[src/rtl/disp_pkg.sv]
// Shared types and display codes for the speed display controller.
// Pure declarations; no timing or flow control of its own.
package disp_pkg;

    typedef enum logic [1:0] {
        IDLE   = 2'd0,
        CONV   = 2'd1,
        NOTIFY = 2'd2
    } ctrl_state_t;

    localparam logic [7:0] BLANK_CODE = 8'hFF;
    localparam logic [7:0] OVF_CODE   = 8'h99;
    localparam logic [7:0] BCD_LIMIT  = 8'd99;

    function automatic logic [7:0] max8(input logic [7:0] a, input logic [7:0] b);
        return (a > b) ? a : b;
    endfunction

endpackage

[src/rtl/bin2bcd_seq.sv]
// Iterative subtract-10 binary to two-digit BCD converter for values 0-99.
// Latency value/10 + 1 clocks from start to a one-clock done pulse; a new start restarts it.
module bin2bcd_seq (
    input  logic       clk,
    input  logic       rst_n,
    input  logic       start,
    input  logic [6:0] value,
    output logic       done,
    output logic [3:0] tens,
    output logic [3:0] ones
);

    logic [6:0] rem;
    logic       active;

    always_ff @(posedge clk or negedge rst_n) begin
        if (!rst_n) begin
            rem    <= '0;
            tens   <= '0;
            active <= 1'b0;
            done   <= 1'b0;
        end else begin
            done <= 1'b0;
            if (start) begin
                rem    <= value;
                tens   <= '0;
                active <= 1'b1;
            end else if (active) begin
                if (rem >= 7'd10) begin
                    rem  <= rem - 7'd10;
                    tens <= tens + 4'd1;
                end else begin
                    active <= 1'b0;
                    done   <= 1'b1;
                end
            end
        end
    end

    assign ones = rem[3:0];

endmodule

[src/rtl/speed_display_ctrl.sv]
// Converts speed samples to BCD and publishes them to the 7-segment decoder with a noti pulse.
// Update latency V/10+2 clocks (1 for saturated/blank); samples arriving while busy park in a one-deep latest-wins slot.
module speed_display_ctrl
    import disp_pkg::*;
#(
    parameter int unsigned NOTI_CYCLES  = 4,
    parameter int unsigned BLANK_CYCLES = 2_000_000
) (
    input  logic       clk,
    input  logic       rst_n,
    input  logic [7:0] spd,
    input  logic       spd_vld,
    input  logic       peak_mode,
    output logic [7:0] msg,
    output logic       noti,
    output logic       busy,
    output logic       ovf
);

    localparam int NOTI_W = $clog2(NOTI_CYCLES + 1);
    localparam int IDLE_W = $clog2(BLANK_CYCLES);

    ctrl_state_t state, next_state;

    logic [7:0]        peak;
    logic              peak_mode_q;
    logic              slot_vld;
    logic [7:0]        slot_dat;
    logic [IDLE_W-1:0] idle_cnt;
    logic              armed;
    logic              blank_pend;
    logic [NOTI_W-1:0] noti_cnt;
    logic [7:0]        code_q;
    logic              code_ovf_q;

    logic              conv_done;
    logic [3:0]        conv_tens;
    logic [3:0]        conv_ones;

    logic              timeout_fire;
    logic              take_fresh;
    logic              take_slot;
    logic              take_sample;
    logic              take_blank;
    logic [7:0]        raw;
    logic [7:0]        src;
    logic              peak_grow;
    logic              sample_go;
    logic              sat;
    logic              go_conv;
    logic              go_direct;

    logic              msg_load;
    logic [7:0]        msg_next;
    logic              ovf_next;
    logic              noti_end;

    // Acceptance priority in IDLE: fresh strobe, then parked sample, then blank.
    always_comb begin
        timeout_fire = armed && !spd_vld && (idle_cnt == IDLE_W'(BLANK_CYCLES - 1));
        take_fresh   = (state == IDLE) && spd_vld;
        take_slot    = (state == IDLE) && !spd_vld && slot_vld;
        take_sample  = take_fresh || take_slot;
        take_blank   = (state == IDLE) && !take_sample && (blank_pend || timeout_fire);
        raw          = take_fresh ? spd : slot_dat;
        peak_grow    = raw > peak;
        src          = peak_mode ? max8(peak, raw) : raw;
        sample_go    = take_sample && (!peak_mode || peak_grow);
        sat          = src > BCD_LIMIT;
        go_conv      = sample_go && !sat;
        go_direct    = (sample_go && sat) || take_blank;
    end

    always_ff @(posedge clk or negedge rst_n) begin
        if (!rst_n) begin
            state <= IDLE;
        end else begin
            state <= next_state;
        end
    end

    always_comb begin
        next_state = state;
        case (state)
            IDLE: begin
                if (go_conv) begin
                    next_state = CONV;
                end else if (go_direct) begin
                    next_state = NOTIFY;
                end
            end
            CONV: begin
                if (conv_done) begin
                    next_state = NOTIFY;
                end
            end
            NOTIFY: begin
                if (noti && (noti_cnt == NOTI_W'(NOTI_CYCLES))) begin
                    next_state = IDLE;
                end
            end
            default: next_state = IDLE;
        endcase
    end

    // Direct entries into NOTIFY arrive with noti low and raise it one clock later.
    always_comb begin
        busy     = (state != IDLE);
        msg_load = ((state == CONV) && conv_done) || ((state == NOTIFY) && !noti);
        msg_next = (state == CONV) ? {conv_tens, conv_ones} : code_q;
        ovf_next = (state == CONV) ? 1'b0 : code_ovf_q;
        noti_end = (state == NOTIFY) && noti && (noti_cnt == NOTI_W'(NOTI_CYCLES));
    end

    always_ff @(posedge clk or negedge rst_n) begin
        if (!rst_n) begin
            msg         <= 8'h00;
            noti        <= 1'b0;
            ovf         <= 1'b0;
            noti_cnt    <= '0;
            peak        <= 8'h00;
            peak_mode_q <= 1'b0;
            slot_vld    <= 1'b0;
            slot_dat    <= 8'h00;
            idle_cnt    <= '0;
            armed       <= 1'b1;
            blank_pend  <= 1'b0;
            code_q      <= 8'h00;
            code_ovf_q  <= 1'b0;
        end else begin
            peak_mode_q <= peak_mode;
            if (peak_mode_q && !peak_mode) begin
                peak <= 8'h00;
            end else if (take_sample && peak_mode && peak_grow) begin
                peak <= raw;
            end

            if (spd_vld && (state != IDLE)) begin
                slot_vld <= 1'b1;
                slot_dat <= spd;
            end else if (take_sample) begin
                slot_vld <= 1'b0;
            end

            // One blank per idle period: disarm on firing, re-arm on the next strobe.
            if (spd_vld) begin
                idle_cnt <= '0;
                armed    <= 1'b1;
            end else if (timeout_fire) begin
                idle_cnt <= '0;
                armed    <= 1'b0;
            end else if (armed) begin
                idle_cnt <= idle_cnt + IDLE_W'(1);
            end

            if (spd_vld) begin
                blank_pend <= 1'b0;
            end else if (timeout_fire && !take_blank) begin
                blank_pend <= 1'b1;
            end else if (take_blank) begin
                blank_pend <= 1'b0;
            end

            if (go_direct) begin
                code_q     <= take_blank ? BLANK_CODE : OVF_CODE;
                code_ovf_q <= !take_blank;
            end

            if (msg_load) begin
                msg      <= msg_next;
                ovf      <= ovf_next;
                noti     <= 1'b1;
                noti_cnt <= NOTI_W'(1);
            end else if (noti_end) begin
                noti     <= 1'b0;
                noti_cnt <= '0;
            end else if (noti) begin
                noti_cnt <= noti_cnt + NOTI_W'(1);
            end
        end
    end

    bin2bcd_seq u_conv (
        .clk   (clk),
        .rst_n (rst_n),
        .start (go_conv),
        .value (src[6:0]),
        .done  (conv_done),
        .tens  (conv_tens),
        .ones  (conv_ones)
    );

endmodule

[config.mk]
export PLATFORM = sky130hd
export DESIGN_NAME = speed_display_ctrl
export DESIGN_NICKNAME = d
export VERILOG_FILES = /design/src/rtl/disp_pkg.sv /design/src/rtl/bin2bcd_seq.sv /design/src/rtl/speed_display_ctrl.sv
export SDC_FILE = /design/constraint.sdc
export NUM_CORES = 1
export LEC_CHECK = 0
export ABC_AREA = 1
export CELL_PAD_IN_SITES_DETAIL_PLACEMENT = 1
export CELL_PAD_IN_SITES_GLOBAL_PLACEMENT = 2
export CORE_ASPECT_RATIO = 0.8
export CORE_UTILIZATION = 39
export DETAILED_ROUTE_END_ITERATION = 12
export GPL_TIMING_DRIVEN = 0
export PLACE_DENSITY_LB_ADDON = 0.12
export SYNTH_ARGS = -nofsm -noshare
export SYNTH_HDL_FRONTEND = slang
export SYNTH_SLANG_ARGS = --single-unit
[constraint.sdc]
create_clock -name clk -period 5.33 [get_ports clk]
set_input_delay 1.066 -clock clk [delete_from_list [all_inputs] [get_ports clk]]
set_output_delay 1.066 -clock clk [all_outputs]
set_load 0.01 [all_outputs]
### Word level (Yosys, flattened, before mapping)

Cells that the tools add are included.

| word-level totals | value |
|---|---|
| flip-flop bits (word level) | 78 |
| input bits | 12 |
| word-level logic and storage cells | 117 |
| output and inout bits | 11 |

| cells by class | value |
|---|---|
| add/subtract/negate cells | 4 |
| eq/ne operators | 7 |
| multiplexer cells | 40 |
| reductions and logical operators | 44 |
| magnitude comparators | 4 |

Operators by type and width:

| kind | count |
|---|---|
| 2-to-1 mux 21 bit | 3 |
| 2-to-1 mux 8 bit | 6 |
| 2-to-1 mux 7 bit | 4 |
| adder 21 x 1 -> 21 bit, second input constant | 1 |
| == test 21 bit, second input constant | 1 |
| logical AND 1 bit | 20 |
| greater-than comparator 8 bit | 2 |
| 2-to-1 mux 1 bit | 16 |
| nonzero test 2 bit | 7 |
| 2-to-1 mux 4 bit | 3 |
| 2-to-1 mux 3 bit | 3 |
| nonzero test 3 bit | 3 |
| greater-than comparator 8 x 7 -> 1 bit, second input constant | 1 |
| 2-to-1 mux 2 bit | 4 |
| >= comparator 7 x 4 -> 1 bit, second input constant | 1 |
| subtractor 7 x 4 -> 7 bit, second input constant | 1 |
| zero test 1 bit | 6 |
| one-hot mux 2 bit (3 select lines) | 1 |
| logical OR 1 bit | 5 |
| adder 4 x 1 -> 4 bit, second input constant | 1 |
| adder 3 x 1 -> 3 bit, second input constant | 1 |
| == test 3 bit, second input constant | 1 |
| != test 3 bit, second input constant | 1 |
| AND reduction 3 bit | 1 |
| other kinds (6) | 6 |

### Longest topological paths before layout

| logic depth | value |
|---|---|
| depth in word-level cells | 12 |
| gate-level depth with buffers | 24 |
| gate-level depth less buffers | 21 |

### Hierarchy

A second synthesis with hierarchy kept.

| unflattened totals | value |
|---|---|
| cell total of the unflattened synthesis | 502 |
| area total of the unflattened synthesis | 4119.0 sq um |

By module, submodules not included:

| module | instances | cells an instance | sequential area each (sq um) | area each (sq um) |
|---|---|---|---|---|
| speed_display_ctrl | 1 | 398 | 1477.7 | 3263.1 |
| bin2bcd_seq | 1 | 104 | 325.3 | 855.8 |

### Worst setup path before layout

No wires, ideal clock.

| path | value |
|---|---|
| kind | input-to-reg |
| start point | input spd_vld |
| end point | register u_conv.rem[1] |
| arrival time | 3.372 ns |
| setup slack | 1.842 ns |
| cell stages on the path | 20 |
| library setup time | 0.116 ns |
| path buffers | 4 |
| required time | 5.214 ns |
| path through | buf_2 > nand2_4 > buf_2 > o21ai_0 > inv_1 > ha_1 > a21oi_1 > o21bai_1 > a21oi_1 > nand2_4 > nand3_2 > buf_6 > nand2_1 > nand2_1 > nand3_2 > nand2_4 > nand3_4 > buf_6 > o21ai_2 > inv_1 |

| between the ends | value |
|---|---|
| word-level cells in the longest chain between the ends | 10 |
| elaborated cells between the ends (all ways) | 19 |
| those cells by class | order compare: 3; mux: 4; reduce/logical: 12 |

RTL lines:

| what | line | RTL |
|---|---|---|
| start, declared | speed_display_ctrl.sv:12 | `input logic spd_vld,` |
| logical AND 1 bit | speed_display_ctrl.sv:61 | `take_fresh = (state == IDLE) && spd_vld;` |
| 2-to-1 mux 8 bit | speed_display_ctrl.sv:65 | `raw = take_fresh ? spd : slot_dat;` |
| greater-than comparator 8 bit | disp_pkg.sv:16 | `return (a > b) ? a : b;` |
| 2-to-1 mux 8 bit | disp_pkg.sv:16 |  |
| 2-to-1 mux 8 bit | speed_display_ctrl.sv:67 | `src = peak_mode ? max8(peak, raw) : raw;` |
| greater-than comparator 8 x 7 -> 1 bit | speed_display_ctrl.sv:69 | `sat = src > BCD_LIMIT;` |
| zero test 1 bit | speed_display_ctrl.sv:70 | `go_conv = sample_go && !sat;` |
| logical AND 1 bit | speed_display_ctrl.sv:70 |  |
| nonzero test 2 bit (no line) | - |  |
| AND reduction 2 bit (no line) | - |  |
| end signal, assigned | bin2bcd_seq.sv:25 | `rem <= value;` |
| end signal, assigned | bin2bcd_seq.sv:30 | `rem <= rem - 7'd10;` |
| end, declared | bin2bcd_seq.sv:13 | `logic [6:0] rem;` |

Parallel ways exist; a longest one is shown, timed or not.
A chain may end at the register's enable or synchronous reset.

### Final worst setup path

| path | value |
|---|---|
| start point | input spd_vld |
| end point | register u_conv.rem[2] |

Same word-level chain as after synthesis.

==> results.sh <==
export IMPL_status="completed"
export IMPL_via_count=3430
export IMPL_grt_total_usage_pct=22.1
export IMPL_globalplace_congestion=0.797
export IMPL_peakVddDrop_mv=0.288
export IMPL_final_common_cell="nand2_1"
export IMPL_criticalPathCategory="primary input to flip-flop"
export IMPL_whs_ps=488
export IMPL_wl_met2_um=5150
export IMPL_cts_setup_buffers=0
export IMPL_tns_ps=0
export IMPL_routedWlPerCell_um=15.4
export IMPL_synth_area_leaders="dfrtp_1 45%, nand2_1 9.6%, inv_1 6.8%"
export IMPL_grt_setup_unrepaired="false"
export IMPL_cts_buffers=9
export IMPL_clock_skew_ps=9.64
export IMPL_finalMaxSlewViolations=0
export IMPL_p_leak_nw=2.20
export IMPL_postSynthCellCount=493
export IMPL_postLayoutCoreUtil_pct=48.6
export IMPL_ys_warn_count=0
export IMPL_first_pass_iters=4
export IMPL_syn_area_per_cell_um2=8.09
export IMPL_die_y_um=92.4
export IMPL_yosys_area_top_type_share_pct=44.6
export IMPL_maxCapViolCount=0
export IMPL_post_dp_hpwl_um=7560
export IMPL_clk_latency_ps=340
export IMPL_ys_seq_area_share_pct=45.2
export IMPL_worst_setup_path_end_kind="flip-flop"
export IMPL_synth_top_cell_by_area="dfrtp_1"
export IMPL_wl_met1_um=4810
export IMPL_synth_main_ff_cell="dfrtp_1"
export IMPL_hold_class="flip-flop to flip-flop"
export IMPL_required_ps=5550
export IMPL_fmax_ghz=0.267
export IMPL_fp_row_count=32
export IMPL_cts_num_sinks=72
export IMPL_cp_max_fo=10
export IMPL_clk_pin_slew_ps=60
export IMPL_drt_total_wl_um=10300
export IMPL_cts_resized=0
export IMPL_grt_pass1_vias=3714
export IMPL_coreArea_um2=9770
export IMPL_synth_edf_count=0
export IMPL_cts_tree="yes"
export IMPL_dpl_cell_area_um2=4390
export IMPL_maxSlewHeadroom_pct=48.2
export IMPL_top_layer="met4"
export IMPL_cp_arrival_ps=3960
export IMPL_antenna_found_initial=0
export IMPL_drc_errors=0
export IMPL_ys_types=39
export IMPL_ys_ff_latch=72
export IMPL_post_route_period_util_pct=70.3
export IMPL_overflow=0
export IMPL_design_area_um2=4750
export IMPL_initial_core_util_pct=40.8
export IMPL_worstSetupStartpointType="primary input"
export IMPL_drive_above_1_share_pct=9.79
export IMPL_grt_start_max_net_pins=57
export IMPL_clk_path_buf_depth=2
export IMPL_cts_root_buf="clkbuf_16"
export IMPL_die_x_um=115
export IMPL_htreeDepth=3
export IMPL_diodes=0
export IMPL_syn_area_um2=3990
export IMPL_drtAntennaViolNets=0
export IMPL_finalSetupViolations=0
export IMPL_vias_per_cell=5.14
export IMPL_period_minus_slack_ps=3750
export IMPL_worstMarginPinSlew_ps=774
export IMPL_grt_pass1_wl_um=18100
export IMPL_postCtsHoldBufs=0
export IMPL_layout_cells_non_filler=667
export IMPL_synth_fp_nets=517
export IMPL_io_pins=23
export IMPL_final_cell_mix="102 x nand2_1, 72 x inv_1, 71 x dfrtp_1"
export IMPL_die_area_um2=10600
export IMPL_final_net_count=550
export IMPL_hold_violations=0
export IMPL_area_delta_synth_final_pct=19.1
export IMPL_synthArstFlopShare_pct=100
export IMPL_placedCellCount=651
export IMPL_drt_iter0_drc=84
export IMPL_power_density_nw_per_um2=576
export IMPL_port_buffers=21
export IMPL_wl_met3_um=237
power by group:
part           total, mW  switching [mW]  leakage (nW)  internal [mW]
Clock              0.713           0.232         0.172          0.482
Combinational       1.18           0.724          1.13          0.452
Sequential         0.844           0.123         0.896          0.721
critical path, cell delays in order:
cell and delay [ps]:
buf_2 190, nand2_4 100, buf_2 200, a21oi_1 320
ha_1 320, a21oi_1 170, o21bai_1 100, a21oi_1 250
nand2_4 140, nand3_2 100, buf_6 150, nand2_1 70
nand2_1 110, nand3_2 110, nand2_4 120, nand3_4 110
buf_6 180, nand3_1 70, nand3_1 70
path summary, 6_finish.rpt:
kind                                             from                         to  slack, ps  cells past startpoint
worst min-delay path            code_q[4]$_DFFE_PN0P_      code_q[4]$_DFFE_PN0P_        490                      2
min in group asynchronous                       rst_n   idle_cnt[13]$_DFFE_PN0P_        600                      1
worst max register to register   state[0]$_DFFE_PN0P_  u_conv.rem[2]$_DFFE_PN0P_       1820                     19
worst max-delay path                          spd_vld  u_conv.rem[2]$_DFFE_PN0P_       1580                     19
max in group asynchronous                       rst_n          armed$_DFFE_PN1P_       4120                      2
worst min register to register  code_q[4]$_DFFE_PN0P_      code_q[4]$_DFFE_PN0P_        490                      2
flip-flops by register name, indices dropped and copies added (netlist names), 2 cells and up:
signal / cells
code_q: 2
idle_cnt: 21
msg: 8
noti_cnt: 3
peak: 8
slot_dat: 8
state: 2
u_conv.rem: 7
u_conv.tens: 4
per-stage QoR:
stage          power [mW]  setup slack, ps
6_report             2.73             1580
5_1_grt              2.97             1310
4_1_cts              2.77             1580
3_5_place_dp         2.03             1290
3_3_place_gp         1.97              500
2_1_floorplan        1.67             1840
area by class of cell:
class,instances,area [um^2]
inverter,76,285
timing repair buffer,22,235
buffer,12,71.3
clock buffer,11,253
multi-input combinational,333,1830
fill,1223,5020
tap,136,170
clock inverter,5,103
sequential,72,1800
cell families after synthesis:
logic type,synth area share (%)
and+or+nand+nor,26.9
buffers and inverters,8.95
AOI/OAI and AO/OA,13.0
DFF,45.2
adders and majority gates,3.77
xor gates and xnor gates,2.20
cell usage after synthesis (5+ instances only):
| master | instances |
|---|---|
| a21oi_1 | 21 |
| a31oi_1 | 8 |
| clkbuf_1 | 6 |
| dfrtp_1 | 71 |
| ha_1 | 12 |
| inv_1 | 72 |
| nand2_1 | 102 |
| nand2_2 | 5 |
| nand2_4 | 6 |
| nand3_1 | 26 |
| nand4_1 | 17 |
| nor2_1 | 46 |
| nor3_1 | 6 |
| nor4_1 | 6 |
| o21ai_0 | 24 |
| o22ai_1 | 14 |
| xor2_1 | 7 |
per-layer routing:
metal	global-route usage (%)	vias up
li1	-	1703
met1	27.7	1693
met2	38.5	30
met3	5.37	4
met4	4.55	0
met5	0	-
No activity file was read; power rests on OpenSTA's default activity.
